--- src/rtl/parking_pkg.sv ---
// Shared encodings for the parking gate scheduler: FSM states, lane directions, occupancy width.
package parking_pkg;

  typedef enum logic [1:0] {
    ST_IDLE    = 2'd0,
    ST_OPEN    = 2'd1,
    ST_CLOSING = 2'd2
  } state_t;

  localparam logic DIR_ENTRY = 1'b0;
  localparam logic DIR_EXIT  = 1'b1;

  localparam int OCC_W = 4;

endpackage

--- src/rtl/gate_timer.sv ---
// Loadable 32-bit up-counter; o_tc flags the last cycle of the selected window (LIMIT or ALT_LIMIT).
// Load clears the count and latches the limit select; no backpressure, counts every cycle.
module gate_timer #(
  parameter int unsigned LIMIT     = 10,
  parameter int unsigned ALT_LIMIT = 5
) (
  input  logic i_clk,
  input  logic i_rst,
  input  logic i_load,
  input  logic i_sel,
  output logic o_tc
);

  localparam logic [31:0] TC_MAIN = 32'(LIMIT - 1);
  localparam logic [31:0] TC_ALT  = 32'(ALT_LIMIT - 1);

  logic [31:0] r_cnt;
  logic        r_sel;

  always_ff @(posedge i_clk) begin
    if (i_rst) begin
      r_cnt <= '0;
      r_sel <= 1'b0;
    end else if (i_load) begin
      r_cnt <= '0;
      r_sel <= i_sel;
    end else begin
      r_cnt <= r_cnt + 32'd1;
    end
  end

  assign o_tc = (r_cnt == (r_sel ? TC_ALT : TC_MAIN));

endmodule

--- src/rtl/parking_gate_scheduler.sv ---
// Arbitrates one barrier gate between entry/exit lanes, times the open/closing windows, tracks occupancy.
// Request pulse to gate_open is 2 cycles; requests are held one-deep per lane, refusals pulse reject.
module parking_gate_scheduler
  import parking_pkg::*;
#(
  parameter int unsigned CLK_F     = 40_000_000,
  parameter int unsigned CAPACITY  = 8,
  parameter int unsigned OPEN_SEC  = 3,
  parameter int unsigned CLOSE_CYC = CLK_F / 2
) (
  input  logic             CLK,
  input  logic             RST,
  input  logic             entry_req,
  input  logic             exit_req,
  input  logic             car_passed,
  output logic             gate_open,
  output logic             gate_dir,
  output logic [OCC_W-1:0] occupancy,
  output logic             full,
  output logic             empty,
  output logic             reject,
  output logic             timeout
);

  localparam int unsigned      OPEN_CYC = CLK_F * OPEN_SEC;
  localparam logic [OCC_W-1:0] CAP_Q    = OCC_W'(CAPACITY);

  state_t           r_state;
  logic             r_pend_entry;
  logic             r_pend_exit;
  logic             r_last_served;
  logic             r_gate_open;
  logic             r_gate_dir;
  logic             r_reject;
  logic             r_timeout;
  logic [OCC_W-1:0] r_occ;

  logic w_full;
  logic w_empty;
  logic w_grant_entry;
  logic w_grant_exit;
  logic w_tmr_load;
  logic w_tmr_sel;
  logic w_tmr_tc;

  assign w_full  = (r_occ == CAP_Q);
  assign w_empty = (r_occ == '0);

  // Round-robin: with both lanes pending, the lane not served last goes first.
  assign w_grant_exit  = r_pend_exit && (!r_pend_entry || (r_last_served == DIR_ENTRY));
  assign w_grant_entry = r_pend_entry && !w_grant_exit;

  always_comb begin
    w_tmr_load = 1'b0;
    w_tmr_sel  = 1'b0;
    case (r_state)
      ST_IDLE: begin
        if ((w_grant_entry && !w_full) || (w_grant_exit && !w_empty)) begin
          w_tmr_load = 1'b1;
        end
      end
      ST_OPEN: begin
        if (car_passed || w_tmr_tc) begin
          w_tmr_load = 1'b1;
          w_tmr_sel  = 1'b1;
        end
      end
      default: ;
    endcase
  end

  gate_timer #(
    .LIMIT     (OPEN_CYC),
    .ALT_LIMIT (CLOSE_CYC)
  ) u_timer (
    .i_clk  (CLK),
    .i_rst  (RST),
    .i_load (w_tmr_load),
    .i_sel  (w_tmr_sel),
    .o_tc   (w_tmr_tc)
  );

  always_ff @(posedge CLK) begin
    if (RST) begin
      r_state       <= ST_IDLE;
      r_pend_entry  <= 1'b0;
      r_pend_exit   <= 1'b0;
      r_last_served <= DIR_ENTRY;
      r_gate_open   <= 1'b0;
      r_gate_dir    <= DIR_ENTRY;
      r_reject      <= 1'b0;
      r_timeout     <= 1'b0;
      r_occ         <= '0;
    end else begin
      r_reject  <= (entry_req && w_full) || (exit_req && w_empty);
      r_timeout <= 1'b0;

      case (r_state)
        ST_IDLE: begin
          if (w_grant_exit) begin
            r_pend_exit <= 1'b0;
            if (w_empty) begin
              r_reject <= 1'b1;
            end else begin
              r_gate_dir    <= DIR_EXIT;
              r_last_served <= DIR_EXIT;
              r_gate_open   <= 1'b1;
              r_state       <= ST_OPEN;
            end
          end else if (w_grant_entry) begin
            r_pend_entry <= 1'b0;
            if (w_full) begin
              r_reject <= 1'b1;
            end else begin
              r_gate_dir    <= DIR_ENTRY;
              r_last_served <= DIR_ENTRY;
              r_gate_open   <= 1'b1;
              r_state       <= ST_OPEN;
            end
          end
        end
        ST_OPEN: begin
          if (car_passed) begin
            if (r_gate_dir == DIR_ENTRY && !w_full) begin
              r_occ <= r_occ + 1'b1;
            end else if (r_gate_dir == DIR_EXIT && !w_empty) begin
              r_occ <= r_occ - 1'b1;
            end
            r_gate_open <= 1'b0;
            r_state     <= ST_CLOSING;
          end else if (w_tmr_tc) begin
            r_timeout   <= 1'b1;
            r_gate_open <= 1'b0;
            r_state     <= ST_CLOSING;
          end
        end
        ST_CLOSING: begin
          if (w_tmr_tc) begin
            r_state <= ST_IDLE;
          end
        end
        default: r_state <= ST_IDLE;
      endcase

      // Capture after dispatch so a fresh request in the grant cycle is not lost.
      if (entry_req && !w_full) begin
        r_pend_entry <= 1'b1;
      end
      if (exit_req && !w_empty) begin
        r_pend_exit <= 1'b1;
      end
    end
  end

  assign gate_open = r_gate_open;
  assign gate_dir  = r_gate_dir;
  assign occupancy = r_occ;
  assign full      = w_full;
  assign empty     = w_empty;
  assign reject    = r_reject;
  assign timeout   = r_timeout;

endmodule

--- config.mk ---
export PLATFORM = sky130hd
export DESIGN_NAME = parking_gate_scheduler
export DESIGN_NICKNAME = d
export VERILOG_FILES = /design/src/rtl/parking_pkg.sv /design/src/rtl/gate_timer.sv /design/src/rtl/parking_gate_scheduler.sv
export SDC_FILE = /design/constraint.sdc
export NUM_CORES = 1
export LEC_CHECK = 0
export ABC_AREA = 1
export CAP_MARGIN = 10
export CORE_UTILIZATION = 51
export DETAILED_ROUTE_END_ITERATION = 10
export PLACE_DENSITY = 0.81
export SLEW_MARGIN = 30
export SYNTH_ARGS = -nofsm -noshare
export SYNTH_HDL_FRONTEND = slang
export SYNTH_SLANG_ARGS = --single-unit
export TNS_END_PERCENT = 1
--- constraint.sdc ---
create_clock -name CLK -period 1.9 [get_ports CLK]
set_input_delay 0.475 -clock CLK [delete_from_list [all_inputs] [get_ports CLK]]
set_output_delay 0.475 -clock CLK [all_outputs]
set_load 0.03 [all_outputs]
## After elaboration in Yosys (flattened, before gate mapping)

Index checks and enable logic that the tools add are counted.

| word-level totals | value |
|---|---|
| bits of input ports | 5 |
| logic and storage cells | 100 |
| register bits after elaboration | 45 |

| operators by class | value |
|---|---|
| bitwise logic cells | 2 |
| equality and inequality tests | 12 |
| add/sub/neg operators | 3 |
| reduce and logical (&&, ||, !) cells | 35 |
| mux-type cells | 38 |

Operator list:

| kind | number |
|---|---|
| $add A32 B1 Y32 const B | 1 |
| $eq A32 B32 Y1 | 1 |
| $mux W27 | 1 |
| $mux W1 | 25 |
| $mux W2 | 7 |
| $reduce_bool A2 Y1 | 7 |
| $ne A3 B3 Y1 const B | 4 |
| $logic_and A1 B1 Y1 | 10 |
| $reduce_and A5 Y1 | 2 |
| $mux W4 | 2 |
| $pmux W2 S3 | 1 |
| $reduce_and A3 Y1 | 2 |
| $add A4 B1 Y4 const B | 1 |
| $eq A4 B4 Y1 const B | 1 |
| $logic_not A1 Y1 | 4 |
| $logic_not A4 Y1 | 1 |
| $logic_or A1 B1 Y1 | 4 |
| $ne A2 B1 Y1 const B | 2 |
| $ne A2 B2 Y1 const B | 2 |
| $pmux W1 S2 | 2 |
| $reduce_and A4 Y1 | 1 |
| $sub A4 B1 Y4 const B | 1 |
| $reduce_or A3 Y1 | 1 |
| $eq A2 B1 Y1 const B | 1 |
| other kinds (5) | 6 |

## Longest topological paths before layout

Gate-level depths: netlist (run 1).

| logic depth | value |
|---|---|
| depth after elaboration | 10 |
| mapped depth | 12 |
| mapped depth without buffers | 11 |

## Modules after synthesis

From an unflattened synthesis (run 1), not the netlist that was laid out.

| unflattened totals | value |
|---|---|
| cells, all modules | 379 |
| area total of the unflattened synthesis | 2478.6 sq um |

Modules (own cells, without submodules):

| module | area an instance (sq um) | times used | cells an instance |
|---|---|---|---|
| gate_timer | 1810.5 | 1 | 277 |
| parking_gate_scheduler | 668.1 | 1 | 102 |

## Least setup slack after synthesis (run 1)

Ideal clock, no wire load.

| timing | value |
|---|---|
| path type | register to register |
| start | register r_occ[0] (netlist: occupancy[0]) |
| end | register r_occ[3] (netlist: occupancy[3]) |
| data arrival time | 1.851 ns |
| stages on the path, launching flop included | 12 |
| path buffers | 0 |
| required time | 1.786 ns |
| path slack | -0.065 ns |
| cell sequence | dfxtp_1 nor2_2 nand3_1 nand2_1 ha_1 a21oi_1 nand2_1 xnor2_1 nor2_1 nand2_1 nand2_1 nor2_1 |

| between the ends | value |
|---|---|
| cells in the longest elaborated chain, start to end | 5 |

Ends and longest elaborated chain:

| item | line | RTL |
|---|---|---|
| from (decl) | parking_gate_scheduler.sv:36 | `logic [OCC_W-1:0] r_occ;` |
| from (signal assigned) | parking_gate_scheduler.sv:125 | `r_occ <= r_occ + 1'b1;` |
| from (signal assigned) | parking_gate_scheduler.sv:127 | `r_occ <= r_occ - 1'b1;` |
| parallel branches: the longest is 5 deep, another holds $sub A4 B1 Y4 | -- |  |

Parallel ways; which one is timed is not known. The select of a mux whose other input is x is not followed.
A chain may end at the register's enable or synchronous reset.

## Worst setup path after layout (run 1)

| timing | value |
|---|---|
| start | register r_occ[2] (netlist: occupancy[2]) |
| end | output port occupancy[2] |

RTL lines:

| item | line | RTL |
|---|---|---|
| to (decl) | parking_gate_scheduler.sv:18 | `output logic [OCC_W-1:0] occupancy,` |

No word-level cell between the ends.

==> flow_metrics.py, run 1 <==
metrics = {
    "run_status": {
        "status": "completed",
    },
    "die": {
        "dieArea_mm2": 0.00541,
        "dieWidth_um": 73.6,
        "design.core.area_mm2": 0.00482,
        "rows": 25,
        "num_io_pins": 15,
        "die_h_um": 73.6,
        "start_util_pct": 54.2,
    },
    "synth": {
        "async_reset_ff_share_pct": 0,
        "yosys.cell_types.count": 37,
        "yosys_warnings": 0,
        "syn_avg_cell_area_um2": 7.36,
        "synth_area_leader_cell": "dfxtp_1",
        "synth_top_area_share_pct": 34.5,
        "ys.flop_type": "dfxtp_1",
        "yosys-top-cells-area": "dfxtp_1 34%, nand2_1 12%, nor2_1 7.3%",
        "netlist_instances": 355,
        "yosysSeqAreaShare_pct": 34.5,
        "synth_area_mm2": 0.00261,
        "synth_edf_count": 0,
        "syn_nets": 364,
        "ys_ff_latch": 45,
    },
    "grt": {
        "grt_pass1_vias": 2216,
        "gr-total-overflow": 0,
        "grt_start_max_net_pins": 33,
        "antenna_found_initial": 0,
        "gr-usage-all-layers_pct": 22.8,
        "grt_pass1_wl_um": 9480,
    },
    "setup_path": {
        "worst_ep_required_time_ns": 1.42,
        "worst-r2r-setup-slack_ns": 0.14,
        "worstReg2RegStart": "u_timer.r_cnt[8]",
        "r2r_cells": 7,
        "max_stage_delay_ns": 0.67,
        "crit_chain": "clkdlybuf4s50_1",
        "worst-path-max-fanout": 4,
        "cp.arrival_ns": 1.36,
        "slowest_stage": "clkdlybuf4s50_1",
        "end_kind": "output pin",
        "worstSetupPathType": "flop to output pin",
        "path_buf_inv": 1,
        "path_delay_family": "buffers and inverters",
        "r2r-end": "u_timer.r_cnt[28]",
        "cp-start-kind": "flop",
    },
    "pwr": {
        "peakVddDrop_uv": 306,
        "power_density_mw_per_mm2": 675,
        "finalPower_mw": 2.01,
        "p_leak_nw": 1.06,
    },
    "timing": {
        "grt_setup_unrepaired": "yes",
        "maxSlewHeadroom_pct": 68.6,
        "skew_ns": 0.0142,
        "fmax_mhz": 546,
        "fin_crit_sh_pct": 96.4,
        "holdWs_ns": 0.492,
        "tightest_slew_ns": 0.467,
        "period_minus_slack_ns": 1.83,
        "hold_violations": 0,
        "slew_violations": 0,
        "finalSetupViolCount": 0,
    },
    "clock_network": {
        "tritoncts": "yes",
        "worstSkewPairLatency_ns": 0.31,
        "clock_sinks": 45,
        "root_buffer": "clkbuf_8",
        "ctsHoldBuffers": 0,
        "htreeDepth": 2,
        "clockBufferDepth": 2,
        "numCtsBuffers": 5,
        "clkTransAtPathRegs_ns": 0.10,
    },
    "detailed_routing": {
        "wl_um": 5510,
        "dr.pass1.iters": 4,
        "drc_errors": 0,
        "viasPerCell": 5.03,
        "via_count": 2255,
        "routedWlPerCell_um": 12.3,
        "ant_nets": 0,
        "drtIter0Drc": 194,
    },
    "flow_run": {
        "timing.max_cap.violations": 0,
    },
    "final_layout": {
        "syn_to_final_growth_pct": 13.8,
        "drive_above_1_share_pct": 21.8,
        "diodes": 0,
        "largest-register": "u_timer.r_cnt",
        "largest_reg_flops": 32,
        "fin_nets": 389,
    },
    "placed_design": {
        "place.gp.congestion": 0.925,
        "port_buffers": 14,
        "hpwl_um": 4080,
    },
    "worst_hold_path": {
        "hold_path_class": "flop to flop",
        "hold_depth": 2,
        "min_to": "u_timer.r_cnt[3]",
        "hold_start": "u_timer.r_cnt[3]",
    },
}
==> how the worst max path moves through the flow <==
stage / startpoint / endpoint / cells past startpoint
2_1_floorplan: occupancy[3] / occupancy[3] / 10
3_3_place_gp: occupancy[1] / full / 4
3_5_place_dp: occupancy[1] / occupancy[3] / 11
4_1_cts: occupancy[1] / full / 4
5_1_grt: occupancy[1] / occupancy[3] / 11
6_report: occupancy[2] / occupancy[2] / 1
==> stage by stage <==
stage	area [um2]	utilization [%]	setup TNS, ns	worst slack (ns)	instances
floorplan	2620	-	0	0.0217	355
global placement	2830	58.8	0	0.108	438
detailed placement	2830	58.8	0	0.0696	438
CTS	2950	61.1	0	0.00888	446
global route	2970	61.7	-0.0801	-0.0429	448
finish	2970	61.7	0	0.0680	448
==> per-layer routing <==
metal  share of wire [%]  vias to the layer above  global-route usage (%)
li1                    -                     1163                       -
met1                  47                     1034                    29.3
met2                  46                       46                    37.2
met3                 4.8                       12                    4.25
met4                 2.2                        0                    9.83
met5                   0                        -                       0
==> cells by family after synthesis <==
kind of cell	count (synthesis)	synth area share (%)
AND/OR/NAND/NOR	215	41.5
flip-flops	45	34.5
buffers and inverters	40	7.09
AO/OA/AOI/OAI	35	9.34
XOR/XNOR	16	5.37
adder cells (fa/ha/maj)	4	2.20
==> cell usage after synthesis (all sizes together), types with 3 or more instances <==
cell    n
nand2  94
nand4   5
a21oi  24
dfxtp  45
nand3  13
xor2   12
ha      3
nor3   15
xnor2   4
or2    11
nor2   73
inv    36
buf     3
o21ai   7
==> repair_timing <==
| action | CTS | global route |
|---|---|---|
| resized for setup | 3 | 11 |
| hold endpoints to repair | 0 | 0 |
| cloned | 0 | 0 |
| endpoints found under the setup margin | 3 | 38 |
| setup buffers | 0 | 2 |
| pin swaps | 0 | 2 |
==> area by class of cell <==
type | count | area, um2
inverters | 36 | 135
multi-input cells | 270 | 1540
clock inverters | 3 | 46.3
clock buffers | 5 | 68.8
flip-flops and latches | 45 | 906
repair buffers | 22 | 196
well taps | 67 | 83.8
fillers | 460 | 1850
==> power breakdown <==
| part | internal [mW] | switching (mW) | leakage (nW) |
|---|---|---|---|
| clock | 0.394 | 0.357 | 0.0543 |
| sequential | 0.971 | 0.0215 | 0.366 |
| combinational | 0.0874 | 0.177 | 0.643 |
==> placed cells by master (no fill, tap or decap), drive strengths merged, types with 3 or more instances in the layout <==
cell type and instances:
nand2 94, nor2 73, dfxtp 45, inv 36, a21oi 24, nor3 15
nand3 13, xor2 12, or2 11, clkdlybuf4s50 8, buf 8, o21ai 7
clkbuf 7, nand4 5, xnor2 4, dlymetal6s2s 3, ha 3
Note: power is estimated with default switching activity, not from simulation.
==> run 2, diff against run 1 <==
--- a/config.mk
+++ b/config.mk
@@ -6,10 +6,11 @@
 export NUM_CORES = 1
 export LEC_CHECK = 0
 export ABC_AREA = 1
+export ABC_CLOCK_PERIOD_IN_PS = 1900
 export CAP_MARGIN = 10
 export CORE_UTILIZATION = 51
 export DETAILED_ROUTE_END_ITERATION = 10
-export PLACE_DENSITY = 0.81
+export PLACE_DENSITY = 0.8
 export SLEW_MARGIN = 30
 export SYNTH_ARGS = -nofsm -noshare
 export SYNTH_HDL_FRONTEND = slang
==> run 2 against run 1 <==
Compared with the run above:
- sequential share of layout area about the same
- utilization is 0.052 points lower
- final cell count is the same
- combinational power hardly changed
- fmax rose by 0.57%
- non-clock buffer count stayed put
- global-route usage is 0.50 points lower
- die area stayed put
- clock power fell by 0.9%
- critical path depth unchanged
- critical endpoint unchanged
==> flow_metrics.py, run 2 (synthesis gave the netlist of run 1 again) <==
metrics = {
    "run_status": {
        "status": "completed",
    },
    "setup_path": {
        "max_stage_delay_ns": 0.67,
        "worstSetupPathType": "flop to output pin",
        "crit_chain": "clkdlybuf4s50_1",
        "r2r_cells": 7,
        "path_delay_family": "buffers and inverters",
        "end_kind": "output pin",
        "cp-start-kind": "flop",
        "worst_ep_required_time_ns": 1.42,
        "path_buf_inv": 1,
        "cp.arrival_ns": 1.35,
        "crit_cells": 1,
        "slowest_stage": "clkdlybuf4s50_1",
        "worst-path-max-fanout": 4,
    },
    "pwr": {
        "p_sw_uw": 546,
        "power_density_mw_per_mm2": 673,
        "clkPwrFrac_pct": 37.3,
        "pwr-share-seq_pct": 49.7,
        "peakVddDrop_uv": 332,
        "p_sw_share_pct": 27.3,
        "p_int_mw": 1.45,
        "p_leak_nw": 1.07,
        "finalPower_mw": 2.00,
        "p_comb_share_pct": 13.1,
    },
    "timing": {
        "tightest_slew_ns": 0.431,
        "grt_setup_unrepaired": "yes",
        "period_minus_slack_ns": 1.82,
        "hold_violations": 0,
        "finalSetupTns_ns": 0,
        "holdWs_ns": 0.490,
        "finalSetupViolCount": 0,
        "fin_crit_sh_pct": 95.9,
        "skew_ns": 0.0114,
        "setup_ws_ns": 0.0784,
        "slew_violations": 0,
        "fmax_mhz": 549,
        "maxSlewHeadroom_pct": 71.1,
    },
    "detailed_routing": {
        "routedWlPerCell_um": 12.2,
        "drtIter0Drc": 168,
        "dr.pass1.iters": 4,
        "wl_um": 5470,
        "drc_errors": 0,
        "via_count": 2251,
        "ant_nets": 0,
        "viasPerCell": 5.02,
    },
    "final_layout": {
        "multi_input_area_mm2": 0.00153,
        "layout_commonest_cell": "nand2_1",
        "largest_reg_flops": 32,
        "diodes": 0,
        "postLayoutCellArea_mm2": 0.00297,
        "regArea_um2": 906,
        "final_util_pct": 61.6,
        "stdcell_count": 448,
        "syn_to_final_growth_pct": 13.7,
        "fin_nets": 389,
        "drive_above_1_share_pct": 21.5,
        "layout_common_cells": "85 x nand2_1, 51 x nor2_1, 41 x dfxtp_1",
        "nFillCells": 449,
        "largest-register": "u_timer.r_cnt",
    },
    "grt": {
        "antenna_found_initial": 0,
        "gr-usage-all-layers_pct": 22.3,
        "grt_start_max_net_pins": 33,
        "gr-total-overflow": 0,
        "grt_pass1_vias": 2061,
        "grt_pass1_wl_um": 9180,
    },
    "die": {
        "die_h_um": 73.6,
        "start_util_pct": 54.2,
        "design.core.area_mm2": 0.00482,
        "num_io_pins": 15,
        "rows": 25,
        "dieWidth_um": 73.6,
        "dieArea_mm2": 0.00541,
    },
    "clock_network": {
        "worstSkewPairLatency_ns": 0.31,
        "numCtsBuffers": 5,
        "clkTransAtPathRegs_ns": 0.10,
        "htreeDepth": 2,
        "root_buffer": "clkbuf_8",
        "tritoncts": "yes",
        "clock_sinks": 45,
        "clockBufferDepth": 2,
        "ctsHoldBuffers": 0,
    },
    "placed_design": {
        "place.gp.congestion": 0.924,
        "preCtsSetupSlack_ns": 0.0470,
        "dp_cells": 438,
        "port_buffers": 14,
        "hpwl_um": 4130,
        "place_area_mm2": 0.00283,
    },
    "worst_hold_path": {
        "hold_depth": 2,
        "hold_path_class": "flop to flop",
    },
    "flow_run": {
        "timing.max_cap.violations": 0,
    },
}
## run 2: cell count changes in the layout (fill, tap and decap cells not counted)
cell and change:
ha_1 +1, ha_2 -1
## run 2: final cells by class
| cell class | count | share of cell area [%] |
|---|---|---|
| Inverter | 36 | 4.55 |
| Clock buffer | 5 | 2.32 |
| Clock inverter | 3 | 1.56 |
| Timing Repair Buffer | 22 | 6.62 |
| Tap cell | 67 | 2.82 |
| Sequential cell | 45 | 30.5 |
| Multi-Input combinational cell | 270 | 51.6 |
## run 2: final timing paths
path / from / to / slack, ns
hold reg to reg: u_timer.r_cnt[3] / u_timer.r_cnt[3] / 0.49
setup reg to reg: u_timer.r_cnt[8] / u_timer.r_cnt[28] / 0.12
setup / recovery: occupancy[2] / occupancy[2] / 0.08
hold / removal: u_timer.r_cnt[3] / u_timer.r_cnt[3] / 0.49
## run 2: timing repair
| action | in CTS | in global routing |
|---|---|---|
| gates resized for setup | 4 | 9 |
| hold endpoints to repair | 0 | 0 |
| setup endpoints to repair | 3 | 16 |
| pin swaps | 0 | 2 |
| setup buffers | 0 | 2 |
## run 2: power groups by stage
stage / Clock [mW] / Sequential [mW] / Combinational (mW)
after floorplan: 0 / 1.04 / 0.186
after global placement: 0 / 1.01 / 0.258
after detailed placement: 0 / 1.01 / 0.262
after CTS: 0.757 / 0.991 / 0.259
after global routing: 0.808 / 0.997 / 0.287
final: 0.744 / 0.992 / 0.261
## run 2: per-layer routing
metal  global-route usage [%]  routed length [um]  up-vias
met2                     35.2                2460       52
li1                         -                   -     1169
met4                     8.76                 148        0
met1                     29.2                2650     1015
met5                        0                   0        -
met3                     5.49                 220       15
==> run 3, diff against run 2 <==
--- a/config.mk
+++ b/config.mk
@@ -8,6 +8,7 @@
 export ABC_AREA = 1
 export ABC_CLOCK_PERIOD_IN_PS = 1900
 export CAP_MARGIN = 10
+export CORE_ASPECT_RATIO = 1.2
 export CORE_UTILIZATION = 51
 export DETAILED_ROUTE_END_ITERATION = 10
 export PLACE_DENSITY = 0.8
==> run 3 against run 2 <==
Compared with the run above:
- global-route usage hardly changed
- clock skew is 0.0092 ns lower
- hold slack worse by 0.0018 ns
- sequential cell count stayed put
- sequential share of layout area is 0.46 points higher
- fmax is 0.93% lower
- combinational power hardly changed
- via count is 0.62% higher
- power is 7.5% lower
- cell area is 1.5% lower
==> flow_metrics.py, run 3 (synthesis gave the netlist of run 1 again) <==
metrics = {
    "pwr": {
        "power_density_mw_per_mm2": 632,
        "finalPower_mw": 1.85,
        "p_leak_nw": 1.03,
        "peakVddDrop_uv": 396,
    },
    "timing": {
        "fin_crit_sh_pct": 96.8,
        "maxSlewHeadroom_pct": 74.1,
        "grt_setup_unrepaired": "yes",
        "holdWs_ns": 0.488,
        "slew_violations": 0,
        "fmax_mhz": 544,
        "skew_ns": 0.00217,
        "hold_violations": 0,
        "period_minus_slack_ns": 1.84,
        "finalSetupViolCount": 0,
        "tightest_slew_ns": 0.388,
    },
    "clock_network": {
        "clock_sinks": 45,
        "numCtsBuffers": 5,
        "clkTransAtPathRegs_ns": 0.08,
        "worstSkewPairLatency_ns": 0.29,
        "clockBufferDepth": 2,
        "tritoncts": "yes",
        "root_buffer": "clkbuf_8",
        "htreeDepth": 2,
        "post-cts-setup-buffers": 0,
    },
    "grt": {
        "gr-usage-all-layers_pct": 22.3,
        "antenna_found_initial": 0,
        "grt_pass1_wl_um": 9180,
        "grt_pass1_vias": 2110,
        "grt_start_max_net_pins": 33,
        "gr-total-overflow": 0,
    },
    "final_layout": {
        "nFillCells": 464,
        "layout_commonest_cell": "nand2_1",
        "largest-register": "u_timer.r_cnt",
        "regArea_um2": 906,
        "diodes": 0,
        "largest_reg_flops": 32,
        "syn_to_final_growth_pct": 12.0,
        "layout_common_cells": "85 x nand2_1, 51 x nor2_1, 41 x dfxtp_1",
        "multi_input_area_mm2": 0.00153,
        "fin_nets": 388,
        "drive_above_1_share_pct": 20.3,
    },
    "detailed_routing": {
        "via_count": 2265,
        "drc_errors": 0,
        "wl_um": 5400,
        "viasPerCell": 5.16,
        "ant_nets": 0,
        "dr.pass1.iters": 4,
        "drtIter0Drc": 101,
        "routedWlPerCell_um": 12.3,
    },
    "setup_path": {
        "worst_ep_required_time_ns": 1.42,
        "worst-path-max-fanout": 4,
        "max_stage_delay_ns": 0.69,
        "cp.arrival_ns": 1.36,
        "end_kind": "output pin",
        "path_buf_inv": 1,
        "crit_chain": "clkdlybuf4s50_1",
        "path_delay_family": "buffers and inverters",
        "cp-start-kind": "flop",
        "slowest_stage": "clkdlybuf4s50_1",
        "crit_cells": 1,
        "r2r_cells": 10,
        "worstSetupPathType": "flop to output pin",
    },
    "placed_design": {
        "port_buffers": 14,
        "hpwl_um": 4140,
        "place.gp.congestion": 0.909,
    },
    "die": {
        "dieWidth_um": 67.3,
        "rows": 28,
        "num_io_pins": 15,
        "die_h_um": 80.4,
        "dieArea_mm2": 0.00541,
        "start_util_pct": 52.9,
        "design.core.area_mm2": 0.00494,
    },
    "worst_hold_path": {
        "hold_depth": 2,
        "hold_path_class": "flop to flop",
    },
    "run_status": {
        "status": "completed",
    },
    "flow_run": {
        "timing.max_cap.violations": 0,
    },
}
run 3: cell types whose count changed in the layout (fill, tap and decap cells not counted), sizes merged:
cell | previous run | this run
buf | 8 | 7
bufinv | 1 | 0
clkbuf | 7 | 8
clkdlybuf4s50 | 8 | 9
clkinv | 1 | 0
clkinvlp | 1 | 0
dlygate4sd2 | 1 | 2
dlymetal6s2s | 3 | 2
run 3: what timing repair did:
action,4_1_cts,5_1_grt
gates cloned,0,0
gates resized for setup,3,7
endpoints found under the setup margin,3,14
hold buffers,0,0
run 3: final cells by class:
cell class,instances,share of cell area [%]
inverter,36,4.62
timing repair buffer,21,6.50
sequential,45,31.0
clock buffer,7,2.95
multi-input combinational,270,52.4
tap,60,2.57
run 3: final timing paths:
check | end | slack (ns) | startpoint
setup reg to reg | u_timer.r_cnt[2] | 0.14 | u_timer.r_cnt[0]
setup / recovery | gate_dir | 0.06 | gate_dir
hold reg to reg | r_pend_exit | 0.49 | r_pend_exit
hold / removal | r_pend_exit | 0.49 | r_pend_exit
run 3: power by group:
group | internal (mW) | switching, mW
sequential | 0.970 | 0.0220
clock | 0.289 | 0.307
combinational | 0.0859 | 0.174
run 3: metal layers:
metal	track usage, %	routed length (um)	vias to the layer above
met4	8.09	116	0
met3	4.40	184	12
met1	25.9	2410	1039
met5	0	0	-
li1	-	-	1168
met2	39.3	2690	46
run 3: per-stage QoR:
step / TNS (ns) / std cells / util, % / setup slack (ns) / area, um2
floorplan: 0 / 355 / - / 0.0217 / 2620
global placement: 0 / 432 / 57.3 / 0.106 / 2830
detailed placement: 0 / 432 / 57.3 / 0.0828 / 2830
CTS: 0 / 439 / 59.0 / 0.0166 / 2920
global route: -0.0407 / 439 / 59.2 / -0.0407 / 2930
finish: 0 / 439 / 59.2 / 0.0613 / 2930
